File: config.mk
export PLATFORM = sky130hd
export DESIGN_NAME = button_matrix_decoder
export DESIGN_NICKNAME = d
export VERILOG_FILES = /design/src/rtl/button_pkg.sv /design/src/rtl/button_frame_debounce.sv /design/src/rtl/button_matrix_decoder.sv
export SDC_FILE = /design/constraint.sdc
export NUM_CORES = 1
export LEC_CHECK = 0
export ABC_AREA = 1
export CORE_MARGIN = 3
export CORE_UTILIZATION = 57
export CTS_CLUSTER_DIAMETER = 50
export DETAILED_ROUTE_END_ITERATION = 8
export DONT_BUFFER_PORTS = 1
export GPL_TIMING_DRIVEN = 0
export PLACE_DENSITY = 0.72
export SYNTH_ARGS = -nofsm -noshare
export SYNTH_HDL_FRONTEND = slang
export SYNTH_HIERARCHICAL = 1
export SYNTH_SLANG_ARGS = --single-unit
File: constraint.sdc
create_clock -name clk -period 2.6 [get_ports clk]
set_input_delay 0.26 -clock clk [delete_from_list [all_inputs] [get_ports clk]]
set_output_delay 0.26 -clock clk [all_outputs]
set_load 0.05 [all_outputs]
File: src/rtl/button_pkg.sv
// Shared definitions for the 3x4 button matrix: column drive codes, matrix
// dimensions and key indexing helpers. The column scanner uses the same codes.
package button_pkg;

  localparam int KEY_NUM = 12;
  localparam int ROW_NUM = 4;
  localparam int COL_NUM = 3;

  // One-cold column drive codes
  localparam logic [2:0] COL0_CODE = 3'b110;
  localparam logic [2:0] COL1_CODE = 3'b101;
  localparam logic [2:0] COL2_CODE = 3'b011;

  typedef logic [KEY_NUM-1:0] key_map_t;
  typedef logic [3:0]         key_code_t;

  // Decoded column sample: valid is low for any code outside the three legal ones
  typedef struct packed {
    logic       valid;
    logic [1:0] col;
  } col_dec_t;

  // Key index of a matrix position: row*3 + col
  function automatic key_code_t key_index(input logic [1:0] row, input logic [1:0] col);
    return 4'(row) * 4'(COL_NUM) + 4'(col);
  endfunction

  function automatic col_dec_t decode_col(input logic [2:0] code);
    col_dec_t d;
    d.valid = 1'b1;
    d.col   = 2'd0;
    case (code)
      COL0_CODE: d.col = 2'd0;
      COL1_CODE: d.col = 2'd1;
      COL2_CODE: d.col = 2'd2;
      default:   d.valid = 1'b0;
    endcase
    return d;
  endfunction

  // Lowest set index of a key map (0 when the map is empty)
  function automatic key_code_t lowest_key(input key_map_t keys);
    key_code_t idx;
    idx = '0;
    for (int k = KEY_NUM - 1; k >= 0; k--) begin
      if (keys[k]) idx = 4'(k);
    end
    return idx;
  endfunction

endpackage

File: src/rtl/button_frame_debounce.sv
// Whole-frame debouncer: a new key map is accepted once DEBOUNCE_FRAMES
// consecutive complete frames are identical. keys_next is the value keys
// will take at the next edge, so the caller can detect new presses.
module button_frame_debounce
  import button_pkg::*;
#(
  parameter int DEBOUNCE_FRAMES = 4
) (
  input  logic     clk,
  input  logic     rst,
  input  logic     frame_valid,
  input  key_map_t frame,
  output key_map_t keys,
  output key_map_t keys_next
);

  localparam logic [3:0] STABLE_TARGET = 4'(DEBOUNCE_FRAMES - 1);

  key_map_t   prev_frame_q, prev_frame_d;
  key_map_t   keys_q, keys_d;
  logic [3:0] stable_cnt_q, stable_cnt_d;

  // Compare each complete frame against the previous one and promote a stable map
  always_comb begin
    prev_frame_d = prev_frame_q;
    stable_cnt_d = stable_cnt_q;
    keys_d       = keys_q;
    if (frame_valid) begin
      prev_frame_d = frame;
      if (frame == prev_frame_q) begin
        stable_cnt_d = (stable_cnt_q == 4'hF) ? stable_cnt_q : stable_cnt_q + 4'd1;
      end else begin
        stable_cnt_d = '0;
      end
      if (stable_cnt_d == STABLE_TARGET && frame != keys_q) begin
        keys_d = frame;
      end
    end
  end

  // Debounce state registers
  always_ff @(posedge clk) begin
    if (rst) begin
      prev_frame_q <= '0;
      stable_cnt_q <= '0;
      keys_q       <= '0;
    end else begin
      prev_frame_q <= prev_frame_d;
      stable_cnt_q <= stable_cnt_d;
      keys_q       <= keys_d;
    end
  end

  assign keys      = keys_q;
  assign keys_next = keys_d;

endmodule

File: src/rtl/button_matrix_decoder.sv
// Row-side reader for the 3x4 button matrix. Synchronizes the row pins and
// the scanner column code, assembles 12-key frames, debounces them and
// reports presses. Optional auto-repeat is built when BUTTON_REPEAT_EN is
// defined.
// Output handshake: o_key_valid is a one-cycle pulse with no ready; the
// consumer must take o_key_code in the cycle o_key_valid is high.
module button_matrix_decoder
  import button_pkg::*;
#(
  parameter int DEBOUNCE_FRAMES      = 4,
  parameter int REPEAT_DELAY_FRAMES  = 500,
  parameter int REPEAT_PERIOD_FRAMES = 100
) (
  input  logic        clk,
  input  logic        rst,
  input  logic [2:0]  i_sensor,
  input  logic [3:0]  i_rows,
  output logic [11:0] o_keys,
  output logic [3:0]  o_key_code,
  output logic        o_key_valid
);

  logic [3:0] rows_s1_q, rows_s1_d, rows_s2_q, rows_s2_d;
  logic [2:0] sens_s1_q, sens_s1_d, sens_s2_q, sens_s2_d;
  key_map_t   cur_frame_q, cur_frame_d;
  logic       frame_ok_q, frame_ok_d;
  logic       frame_done;
  col_dec_t   col_dec;
  key_map_t   keys_cur, keys_next, new_keys;
  key_map_t   pend_keys_q, pend_keys_d;
  key_code_t  key_code_q, key_code_d;
  logic       key_valid_q, key_valid_d;
  logic       rep_fire_q, rep_fire_d;

  // Row synchronizer and matching column-code delay keep samples aligned
  always_comb begin
    rows_s1_d = i_rows;
    rows_s2_d = rows_s1_q;
    sens_s1_d = i_sensor;
    sens_s2_d = sens_s1_q;
  end

  // Frame assembly: col0 opens a frame, col2 closes it, a bad code voids it
  always_comb begin
    cur_frame_d = cur_frame_q;
    frame_ok_d  = frame_ok_q;
    frame_done  = 1'b0;
    col_dec     = decode_col(sens_s2_q);
    if (!col_dec.valid) begin
      frame_ok_d = 1'b0;
    end else begin
      for (int r = 0; r < ROW_NUM; r++) begin
        cur_frame_d[key_index(2'(r), col_dec.col)] = ~rows_s2_q[r];
      end
      if (col_dec.col == 2'd0) begin
        frame_ok_d = 1'b1;
      end else if (col_dec.col == 2'd2) begin
        frame_done = frame_ok_q;
        frame_ok_d = 1'b0;
      end
    end
  end

  button_frame_debounce #(
    .DEBOUNCE_FRAMES(DEBOUNCE_FRAMES)
  ) u_debounce (
    .clk        (clk),
    .rst        (rst),
    .frame_valid(frame_done),
    .frame      (cur_frame_d),
    .keys       (keys_cur),
    .keys_next  (keys_next)
  );

  // Press encoder: newly set keys are held one cycle so the pulse trails o_keys
  always_comb begin
    new_keys    = keys_next & ~keys_cur;
    pend_keys_d = new_keys;
    key_valid_d = (|pend_keys_q) | rep_fire_q;
    key_code_d  = key_code_q;
    if (|pend_keys_q) key_code_d = lowest_key(pend_keys_q);
  end

`ifdef BUTTON_REPEAT_EN
  localparam logic [15:0] REP_DELAY  = 16'(REPEAT_DELAY_FRAMES);
  localparam logic [15:0] REP_PERIOD = 16'(REPEAT_PERIOD_FRAMES);

  logic [15:0] rep_cnt_q, rep_cnt_d;
  logic        rep_active_q, rep_active_d;
  logic        rep_first_q, rep_first_d;

  // Auto-repeat: count frames while the last reported key stays held
  always_comb begin
    rep_cnt_d    = rep_cnt_q;
    rep_active_d = rep_active_q;
    rep_first_d  = rep_first_q;
    rep_fire_d   = 1'b0;
    if (|new_keys) begin
      rep_cnt_d    = '0;
      rep_active_d = 1'b1;
      rep_first_d  = 1'b0;
    end else if (frame_done) begin
      if (rep_active_q && keys_next[key_code_q]) begin
        if (rep_cnt_q + 16'd1 == (rep_first_q ? REP_PERIOD : REP_DELAY)) begin
          rep_fire_d  = 1'b1;
          rep_cnt_d   = '0;
          rep_first_d = 1'b1;
        end else begin
          rep_cnt_d = rep_cnt_q + 16'd1;
        end
      end else begin
        rep_cnt_d    = '0;
        rep_active_d = 1'b0;
        rep_first_d  = 1'b0;
      end
    end
  end

  // Auto-repeat registers
  always_ff @(posedge clk) begin
    if (rst) begin
      rep_cnt_q    <= '0;
      rep_active_q <= 1'b0;
      rep_first_q  <= 1'b0;
    end else begin
      rep_cnt_q    <= rep_cnt_d;
      rep_active_q <= rep_active_d;
      rep_first_q  <= rep_first_d;
    end
  end
`else
  // Repeat timing is not built in this configuration
  localparam int unused_repeat_cfg = REPEAT_DELAY_FRAMES + REPEAT_PERIOD_FRAMES;
  assign rep_fire_d = 1'b0;
`endif

  // Pipeline, frame and output registers
  always_ff @(posedge clk) begin
    if (rst) begin
      rows_s1_q   <= 4'hF;
      rows_s2_q   <= 4'hF;
      sens_s1_q   <= 3'b111;
      sens_s2_q   <= 3'b111;
      cur_frame_q <= '0;
      frame_ok_q  <= 1'b0;
      pend_keys_q <= '0;
      key_code_q  <= '0;
      key_valid_q <= 1'b0;
      rep_fire_q  <= 1'b0;
    end else begin
      rows_s1_q   <= rows_s1_d;
      rows_s2_q   <= rows_s2_d;
      sens_s1_q   <= sens_s1_d;
      sens_s2_q   <= sens_s2_d;
      cur_frame_q <= cur_frame_d;
      frame_ok_q  <= frame_ok_d;
      pend_keys_q <= pend_keys_d;
      key_code_q  <= key_code_d;
      key_valid_q <= key_valid_d;
      rep_fire_q  <= rep_fire_d;
    end
  end

  assign o_keys      = keys_cur;
  assign o_key_code  = key_code_q;
  assign o_key_valid = key_valid_q;

endmodule

==> flow_metrics.env <==
export IMPL_outcome="finished with violations"
export IMPL_violations="negative setup slack"
export IMPL_fin_crit_ps=2990
export IMPL_tightest_slew_ps=725
export IMPL_ir_worst_vdd_v=0.000474
export IMPL_p_int_w=0.00172
export IMPL_fin_crit_sh=1.15
export IMPL_syn_area_per_cell_um2=7.27
export IMPL_worst_setup_path_type="reg -> reg"
export IMPL_p_leak_nw=1.91
export IMPL_max_slew_margin=0.516
export IMPL_syn_num_nets=486
export IMPL_synthToLayoutAreaGrowth_pct=28.3
export IMPL_cp_arrival_ps=3270
export IMPL_grt_usage=0.259
export IMPL_setup_viol=24
export IMPL_clk_pin_slew_ps=70
export IMPL_wire_per_inst_um=15.7
export IMPL_vias=3321
export IMPL_initial_core_util=0.607
export IMPL_viasPerCell=5.58
export IMPL_netlist_area_leader_share=0.421
export IMPL_clockBufferDepth=2
export IMPL_wl_mm=9.33
export IMPL_core_mm2=0.00564
export IMPL_rsz0062_at_grt="yes"
export IMPL_power_frac_clock=0.387
export IMPL_grtUsageMet3=0.0691
export IMPL_overflow=0
export IMPL_die_area_mm2=0.00697
export IMPL_grt_use_met1=0.297
export IMPL_first_pass_iters=6
export IMPL_seq_area_frac_synth=0.421
export IMPL_cts_made_buffers=9
export IMPL_fmax_mhz=334
export IMPL_met2_usage=0.430
export IMPL_ys_ff_latch=72
export IMPL_fin_ws_ps=-393
export IMPL_placed_area_mm2=0.00356
export IMPL_fin_tns_setup_ps=-7710
export IMPL_clock_latency_ps=340
export IMPL_grt_max_degree=12
export IMPL_synthTopCellsByArea="dfxtp_1 (42%), nand2_1 (14%), a21oi_1 (5.4%)"
export IMPL_cp_slowest_cell="dfxtp_4"
export IMPL_rows=27
export IMPL_maxCapViolations=0
export IMPL_stdcell_area_mm2=0.00439
export IMPL_power_net_switching_w=0.000584
export IMPL_start_kind="flop"
export IMPL_worstSetupEndpointType="flop"
export IMPL_holdCritPathClass="in -> reg"
export IMPL_grt_pass1_wl_mm=14.6
export IMPL_drv_slew=0
export IMPL_final_nets=533
export IMPL_grt_busiest_layer="met2"
export IMPL_dpl_hpwl_mm=5.34
export IMPL_drc=0
export IMPL_clkSinkCount=72
export IMPL_cts_root_buffer="clkbuf_8"
export IMPL_die_w_um=83.5
export IMPL_crit_top_cell="nand2_1"
export IMPL_worstPathMaxFanout=7
export IMPL_syn_area_mm2=0.00342
export IMPL_layout_common_cells="nand2_1 (102), dfxtp_1 (69), inv_1 (40)"
export IMPL_port_buffers=0
export IMPL_p_comb_frac=0.123
export IMPL_drive_gt1_frac=0.317
export IMPL_ant_nets=0
export IMPL_swShare=0.253
export IMPL_num_antenna_cells=0
export IMPL_synth_top_area_cell="dfxtp_1"
export IMPL_critPathBufInv=4
export IMPL_cp_required_ps=2870
export IMPL_hold_viol_final=0
export IMPL_n_fill_cell=374
export IMPL_antenna_found_initial=0
export IMPL_gp_congestion=0.914
export IMPL_synth_cells=471
export IMPL_htreeDepth=3
export IMPL_ys_types=35
export IMPL_skew_ps=8.19
export IMPL_yosysWarnings=6
export IMPL_cellPowerDensity_mw_per_mm2=526
export IMPL_holdWs_ps=16.6
export IMPL_cts_tree="built"
export IMPL_crit_family="simple AND/OR/NAND/NOR gates"
export IMPL_drt_initial_drc_count=260
export IMPL_seqPwrFrac=0.490
export IMPL_die_h_um=83.5
export IMPL_grt_pass1_vias=3158
export IMPL_critical_path_cell_chain="nand3_4, buf_8, ha_4, buf_8, inv_4, nand2_1, o21ai_0, o211ai_1, nand2_2, xnor2_1, nand2_1, nor2_2, nand3_1, nand2_2, nor2_4, nand2_4, buf_8, nand2_2, nand2_1, nand2_1, nor2_1"
export IMPL_final_common_cell="nand2_1"
export IMPL_cpPeakStageDelay_ps=370
export IMPL_io_pins=26
[path summary, 6_finish.rpt]
path              slack (ps)  depth (start not counted)                     from                   endpoint
setup / recovery        -390                         21  sens_s2_q[1]$_SDFF_PP1_  pend_keys_q[4]$_SDFF_PP0_
hold / removal            20                          1                i_rows[0]    rows_s1_q[0]$_SDFF_PP1_
setup reg to reg        -390                         21  sens_s2_q[1]$_SDFF_PP1_  pend_keys_q[4]$_SDFF_PP0_
hold reg to reg          410                          1  sens_s1_q[1]$_SDFF_PP1_    sens_s2_q[1]$_SDFF_PP1_
[cells by family (layout without fill, tap and decap cells)]
| group | after synthesis | count (layout) | share of synthesized area |
|---|---|---|---|
| AOI/OAI and AO/OA | 83 | 83 | 0.143 |
| and+or+nand+nor | 225 | 225 | 0.289 |
| xor gates and xnor gates | 15 | 15 | 0.0384 |
| DFF | 72 | 72 | 0.421 |
| adders and majority gates | 6 | 6 | 0.0219 |
| buffers and inverters | 70 | 122 | 0.0867 |
[registers in the layout, indices dropped and copies added, names as in the netlist, 4 cells and up]
signal	flops
cur_frame_q	12
pend_keys_q	12
u_debounce/keys	12
u_debounce/prev_frame_q	12
o_key_code	4
rows_s1_q	4
rows_s2_q	4
u_debounce/stable_cnt_q	4
[metal layers]
layer,part of all wire,up-vias
met1,0.40,1510
li1,-,1589
met3,0.074,66
met5,0,-
met2,0.47,156
met4,0.054,0
[power by group through the flow]
stage	logic (W)	registers [W]	clock network [W]
final	0.000283	0.00113	0.000894
after global routing	0.000304	0.00113	0.000962
after CTS	0.000232	0.00113	0.000911
after detailed placement	0.000187	0.00115	0
after global placement	0.000182	0.00115	0
after floorplan	0.000148	0.00115	0
[Yosys cell counts]
| library cell | instances |
|---|---|
| nand4_1 | 1 |
| nor2_4 | 3 |
| ha_1 | 6 |
| nand3_2 | 6 |
| a2111oi_2 | 1 |
| buf_1 | 1 |
| a21oi_1 | 37 |
| a21oi_4 | 1 |
| buf_8 | 1 |
| o311ai_1 | 1 |
| o211ai_1 | 5 |
| xnor2_1 | 15 |
| dfxtp_1 | 72 |
| clkbuf_1 | 7 |
| or2_2 | 15 |
| o211a_1 | 1 |
| nand3_1 | 17 |
| o21ai_1 | 4 |
| nand2_1 | 130 |
| o21ai_2 | 2 |
| buf_2 | 3 |
| nor4_1 | 2 |
| a211o_1 | 1 |
| nand2_2 | 3 |
| inv_2 | 6 |
| nor3_1 | 4 |
| nor2_2 | 1 |
| a31oi_4 | 1 |
| inv_1 | 49 |
| a21oi_2 | 1 |
| buf_6 | 2 |
| buf_4 | 1 |
| nor2_1 | 42 |
| and2_1 | 1 |
| o21ai_0 | 28 |
[cell type report]
class	count	area, µm²	area share
Multi-Input combinational cell	329	2010	0.459
Sequential cell	72	1450	0.330
Timing Repair Buffer	36	305	0.0695
Inverter	55	218	0.0496
Clock buffer	13	159	0.0362
Buffer	15	114	0.0259
Tap cell	72	90.1	0.0205
Clock inverter	3	40.0	0.00912
[repair_timing]
action                     4_1_cts  5_1_grt
hold buffers                     1        0
gates resized for setup         53       40
buffers inserted                22       12
pin swaps                       23       19
gates cloned                     1        0
hold endpoints to repair         4        0
setup endpoints to repair       26       28
[per-stage QoR]
step | worst slack, ps | utilization | cells | power (W)
final | -393 | 0.778 | 595 | 0.00231
after global placement | -407 | 0.632 | 543 | 0.00134
after CTS | -271 | 0.736 | 583 | 0.00227
after floorplan | -50.5 | - | 471 | 0.00130
after detailed placement | -495 | 0.632 | 543 | 0.00134
after global routing | -609 | 0.778 | 595 | 0.00240
[worst register-to-register path: cells and delay by family, from the launching register on]
kind	cells	cell delay (ps)
flops	1	370
buf+inv	4	500
simple gates	13	1310
compound gates	2	390
fa+ha+maj	1	150
xor+xnor	1	230
(Power assumes the default switching activity.)
